$ cat src/rtl/fp_cvt_pkg.sv
// Definitions shared by the FP conversion units (int_to_float_cvt_seq, float_to_int_cvt):
// rounding-mode encodings, sequencer states and FP32 field geometry.
package fp_cvt_pkg;

  localparam int FP32_W        = 32;
  localparam int FP32_EXP_W    = 8;
  localparam int FP32_MAN_W    = 23;
  localparam int FP32_EXP_BIAS = 127;

  typedef enum logic [2:0] {
    RM_RNE = 3'b000,
    RM_RTZ = 3'b001,
    RM_RDN = 3'b010,
    RM_RUP = 3'b011,
    RM_RMM = 3'b100
  } rm_e;

  typedef enum logic [1:0] {
    IDLE,
    NORM,
    ROUND,
    DONE
  } cvt_state_e;

endpackage

$ cat src/rtl/fp32_round_inc.sv
// Round-increment decision for an FP32 mantissa, given sign, lsb, guard and sticky bits.
// Reserved rounding modes fall back to round-to-nearest-even.
module fp32_round_inc
  import fp_cvt_pkg::*;
(
  input  logic       sign,
  input  logic       lsb,
  input  logic       guard,
  input  logic       sticky,
  input  logic [2:0] rm,
  output logic       inc
);

  function automatic logic round_inc(input logic       s,
                                     input logic       l,
                                     input logic       g,
                                     input logic       st,
                                     input logic [2:0] mode);
    logic r;
    case (mode)
      RM_RTZ:  r = 1'b0;
      RM_RDN:  r = s & (g | st);
      RM_RUP:  r = ~s & (g | st);
      RM_RMM:  r = g;
      default: r = g & (st | l);
    endcase
    return r;
  endfunction

  assign inc = round_inc(sign, lsb, guard, sticky, rm);

endmodule

$ cat src/rtl/int_to_float_cvt_seq.sv
// Sequential 32-bit integer to FP32 converter (FCVT.S.W / FCVT.S.WU): iterative
// left-normalisation of the magnitude, one rounding cycle, start/busy/done handshake.
module int_to_float_cvt_seq
  import fp_cvt_pkg::*;
#(
  parameter int NORM_STEP = 4,
  parameter int EXP_BIAS  = FP32_EXP_BIAS
) (
  input  logic        clk,
  input  logic        rst_n,
  input  logic        start,
  input  logic        is_unsigned,
  input  logic [31:0] int_rs1,
  input  logic [2:0]  rm,
  output logic        busy,
  output logic        done,
  output logic [31:0] fp_rd,
  output logic        fflags_nx
);

  cvt_state_e state_q, state_d;

  logic                  accept;
  logic                  in_sign;
  logic signed [31:0]    rs1_s;
  logic [31:0]           in_mag;
  logic                  in_zero;

  logic                  sign_q;
  logic [31:0]           mag_q;
  logic [FP32_EXP_W-1:0] exp_q;
  logic [2:0]            rm_q;
  logic [31:0]           fp_rd_q;
  logic                  nx_q;

  logic                  top_zero;
  logic [FP32_MAN_W-1:0] mant;
  logic                  guard;
  logic                  sticky;
  logic                  inc;
  logic [FP32_MAN_W:0]   mant_sum;
  logic [FP32_EXP_W-1:0] exp_rnd;

  assign accept  = start & ((state_q == IDLE) | (state_q == DONE));
  assign rs1_s   = int_rs1;
  assign in_sign = ~is_unsigned & int_rs1[31];
  // Negating the most negative value wraps back to 0x80000000, which is the correct magnitude.
  assign in_mag  = in_sign ? -rs1_s : int_rs1;
  assign in_zero = (in_mag == 32'd0);

  assign top_zero = (mag_q[31 -: NORM_STEP] == '0);

  assign mant   = mag_q[30:8];
  assign guard  = mag_q[7];
  assign sticky = |mag_q[6:0];

  fp32_round_inc u_round_inc (
    .sign   (sign_q),
    .lsb    (mant[0]),
    .guard  (guard),
    .sticky (sticky),
    .rm     (rm_q),
    .inc    (inc)
  );

  // A carry out of the mantissa leaves the fraction at zero and bumps the exponent.
  assign mant_sum = {1'b0, mant} + {{FP32_MAN_W{1'b0}}, inc};
  assign exp_rnd  = exp_q + {{(FP32_EXP_W-1){1'b0}}, mant_sum[FP32_MAN_W]};

  always_ff @(posedge clk or negedge rst_n) begin
    if (!rst_n) state_q <= IDLE;
    else        state_q <= state_d;
  end

  always_comb begin
    state_d = state_q;
    case (state_q)
      IDLE: begin
        if (accept) state_d = in_zero ? DONE : NORM;
      end
      NORM: begin
        if (mag_q[31]) state_d = ROUND;
      end
      ROUND: begin
        state_d = DONE;
      end
      DONE: begin
        if (accept) state_d = in_zero ? DONE : NORM;
        else        state_d = IDLE;
      end
      default: state_d = IDLE;
    endcase
  end

  always_ff @(posedge clk or negedge rst_n) begin
    if (!rst_n) begin
      sign_q  <= 1'b0;
      mag_q   <= '0;
      exp_q   <= '0;
      rm_q    <= '0;
      fp_rd_q <= '0;
      nx_q    <= 1'b0;
    end else if (accept) begin
      sign_q <= in_sign;
      mag_q  <= in_mag;
      exp_q  <= FP32_EXP_W'(EXP_BIAS + 31);
      rm_q   <= rm;
      if (in_zero) begin
        fp_rd_q <= {in_sign, 31'b0};
        nx_q    <= 1'b0;
      end
    end else if (state_q == NORM && !mag_q[31]) begin
      // Coarse shift while the whole top window is empty, then single steps to land exactly.
      if (top_zero) begin
        mag_q <= mag_q << NORM_STEP;
        exp_q <= exp_q - FP32_EXP_W'(NORM_STEP);
      end else begin
        mag_q <= mag_q << 1;
        exp_q <= exp_q - FP32_EXP_W'(1);
      end
    end else if (state_q == ROUND) begin
      fp_rd_q <= {sign_q, exp_rnd, mant_sum[FP32_MAN_W-1:0]};
      nx_q    <= guard | sticky;
    end
  end

  assign busy      = (state_q == NORM) | (state_q == ROUND);
  assign done      = (state_q == DONE);
  assign fp_rd     = fp_rd_q;
  assign fflags_nx = nx_q;

endmodule
$ cat config.mk
export PLATFORM = sky130hd
export DESIGN_NAME = int_to_float_cvt_seq
export DESIGN_NICKNAME = d
export VERILOG_FILES = /design/src/rtl/fp_cvt_pkg.sv /design/src/rtl/fp32_round_inc.sv /design/src/rtl/int_to_float_cvt_seq.sv
export SDC_FILE = /design/constraint.sdc
export NUM_CORES = 1
export LEC_CHECK = 0
export CAP_MARGIN = 10
export CORE_ASPECT_RATIO = 2
export CORE_MARGIN = 1
export CORE_UTILIZATION = 28
export DETAILED_ROUTE_END_ITERATION = 16
export SLEW_MARGIN = 10
export SYNTH_ARGS = -nofsm -noshare
export SYNTH_HDL_FRONTEND = slang
export SYNTH_SLANG_ARGS = --single-unit
$ cat constraint.sdc
create_clock -name clk -period 4.8 [get_ports clk]
set_input_delay 0.48 -clock clk [delete_from_list [all_inputs] [get_ports clk]]
set_output_delay 0.48 -clock clk [all_outputs]
set_load 0.01 [all_outputs]
==> results.yml <==
status:
  status: "complete, no violations"
pwr:
  p_clk_frac: 0.168
  combPwrFrac: 0.467
  power_density_mw_per_mm2: 532
  p_int_mw: 2.20
  p_sw_mw: 1.53
  p_leak_nw: 2.74
  p_sw_frac: 0.411
  vdd_drop_max_mv: 0.168
  seq_power_share: 0.365
critical_path:
  cp_slowest_stage_delay_ps: 700
  cp-end-kind: "flop"
  crit_family: "compound AO/OA/AOI/OAI gates"
  crit_fanout: 20
  start_kind: "primary input"
  crit_path_frequent_cell: "nand4_1"
  critPathKind: "primary input to flop"
  arrival_ps: 4120
  crit_chain: "clkdlybuf4s50_1 > nor4_2 > nand4_1 > o41ai_1 > o2bb2ai_1 > a2111oi_0 > nand4_1 > o21ai_2 > buf_4 > o22ai_1"
  worst_ep_required_time_ps: 5000
  cp.buffers_inverters: 2
  critPathSlowestCell: "nor4_2"
finish:
  final_util: 0.351
  fillCellCount: 2100
  instances_no_fill: 1027
  num-nets-final: 815
  drive_gt1_frac: 0.0706
  syn2layout_area_growth_pct: 22.1
  antennaDiodeCount: 0
yosys:
  synthArstFlopShare: 1.00
  synth_area_mm2: 0.00575
  synthDistinctLibCells: 69
  synth-seq-cells: 79
  syn_nets: 765
  synth_edf_count: 0
  synth_area_per_cell_um2: 8.07
  synthCells: 712
  synthFlopType: "dfrtp_1"
  seq_area_frac_synth: 0.344
  yosysWarningCount: 0
run:
  maxCapViolCount: 0
grt:
  met3_usage: 0.0188
  antenna_found_initial: 0
  grt_pass1_vias: 5469
  grt.overflow.total: 0
  gr-usage-met2: 0.342
  grt_pass1_wl_mm: 28.5
  met1_usage: 0.174
  grtUsageTotal: 0.177
  busiest_layer: "met2"
  grt_max_degree: 80
floorplan:
  start_util: 0.287
  coreArea_mm2: 0.0200
  die_y_um: 205
  rows: 73
  design.die.area_mm2: 0.0211
  pin_count: 74
  die_x_um: 103
routing:
  drt.antenna.violating_nets: 0
  vias_per_cell: 5.32
  drt-wirelength-per-cell_um: 17.6
  drc_errors: 0
  drtIter0Drc: 372
  num_vias: 5467
  firstDrtPassIters: 5
  postRouteWirelength_mm: 18.1
timing:
  slew_headroom: 0.315
  rsz0062_at_grt: "false"
  finalHoldViolations: 0
  fin_crit_sh: 0.817
  setup_tns_ps: 0
  clock_skew_ps: 8.36
  final_max_slew_viol_count: 0
  max_freq_ghz: 0.255
  finalSetupViolations: 0
  hold-worst-slack_ps: 305
  finalCriticalPeriod_ps: 3920
  tightest_slew_ps: 1030
placed_design:
  post-place-cells: 1013
  port_buffers: 73
  place_congestion: 1.01
  hpwlAfterDp_mm: 14.0
clock_network:
  cts_tree: "done"
  htreeDepth: 3
  clock-sinks: 79
  cts_buffers: 9
  postCtsSetupRepairBufs: 0
  cts_root_buffer: "clkbuf_16"
  clk_pin_slew_ps: 60
  clkLatencyLatePin_ps: 340
  cts_resized: 0
  ctsHoldBuffers: 0
  clockBufferDepth: 2
hold_path:
  hold_path.class: "primary input to asynchronous set/reset pin"
[per-layer routing]
metal  share of wire  vias up  wire length (um)
li1                -     2646                 -
met1            0.36     2621              6500
met2            0.56      151             10100
met3           0.032       49               588
met4           0.052        0               933
met5               0        -                 0
[cell usage after synthesis, types with 4 or more instances]
cell type	count	share of area
nand2_1	100	0.065
dfrtp_1	79	0.34
nor2_1	55	0.036
inv_1	49	0.032
clkbuf_1	42	0.027
o21ai_0	37	0.032
o22ai_1	34	0.037
xor2_1	34	0.052
nand3_1	29	0.025
xnor2_1	29	0.044
a21oi_1	25	0.022
a311o_1	22	0.038
nor3_1	18	0.016
ha_1	14	0.030
nand4_1	14	0.015
and3_1	9	0.0098
nor4_1	9	0.0098
a31oi_1	7	0.0076
or3_1	7	0.0076
buf_2	6	0.0052
nor4_2	5	0.011
o211ai_1	5	0.0065
and4_1	4	0.0061
mux2i_1	4	0.0070
nor2b_1	4	0.0044
o41ai_1	4	0.0061
[sequential cells by signal, indices dropped and copies added (netlist names)]
| register | flops |
|---|---|
| sign_q | 1 |
| exp_q | 8 |
| fp_rd | 32 |
| mag_q | 32 |
| state_q | 2 |
| rm_q | 3 |
| fflags_nx | 1 |
[through the flow]
| stage | setup WS, ps | power [mW] | cell area (um^2) |
|---|---|---|---|
| after CTS | 874 | 3.77 | 7020 |
| after detailed placement | 528 | 3.13 | 6750 |
| after global routing | 663 | 4.03 | 7020 |
| after global placement | 511 | 3.11 | 6750 |
| final | 877 | 3.73 | 7020 |
| after floorplan | 1660 | 2.41 | 5750 |
[layout make-up]
type | instances | area (um^2) | area share
clock buffer | 13 | 260 | 0.0371
clock inverter | 1 | 5.00 | 0.000713
inverter | 49 | 184 | 0.0262
multi-input combinational | 530 | 3380 | 0.482
sequential | 79 | 1980 | 0.282
tap | 262 | 328 | 0.0467
timing repair buffer | 93 | 878 | 0.125
[cells by family after synthesis]
kind of cell	count (synthesis)	synth area share
buffers and inverters	103	0.0705
adder cells (fa/ha/maj)	14	0.0305
AND/OR/NAND/NOR	276	0.241
multiplexers	6	0.0109
flip-flops	79	0.344
AO/OA/AOI/OAI	171	0.208
XOR/XNOR	63	0.0960
[cells in the final DEF, fill, tap and decap left out, drive strengths merged, types with 5 or more instances in the layout]
| cell | instances |
|---|---|
| a21oi | 25 |
| a311o | 22 |
| a31oi | 7 |
| and3 | 9 |
| buf | 21 |
| clkbuf | 13 |
| clkdlybuf4s50 | 72 |
| dfrtp | 79 |
| ha | 14 |
| inv | 49 |
| nand2 | 100 |
| nand3 | 29 |
| nand4 | 15 |
| nor2 | 55 |
| nor3 | 19 |
| nor4 | 15 |
| o211ai | 5 |
| o21ai | 38 |
| o22ai | 34 |
| o41ai | 5 |
| or3 | 7 |
| xnor2 | 29 |
| xor2 | 34 |
[power by group through the flow]
stage	Combinational, mW	Sequential, mW	Clock, mW
6_report	1.74	1.36	0.628
5_1_grt	1.95	1.41	0.667
4_1_cts	1.76	1.36	0.641
3_5_place_dp	1.75	1.38	0
3_3_place_gp	1.74	1.37	0
2_1_floorplan	1.15	1.27	0
[worst paths after layout]
check	from	endpoint	slack, ps	depth (start not counted)
max in group asynchronous	rst_n	fp_rd[12]	3810	1
min reg2reg	fp_rd[1]	fp_rd[1]	520	2
min	rst_n	mag_q[1]	300	1
max reg2reg	rm_q[1]	fp_rd[29]	1380	14
max	int_rs1[8]	fp_rd[4]	880	10
min in group clk	fp_rd[1]	fp_rd[1]	520	2
Power figures use the tool's default switching activity.
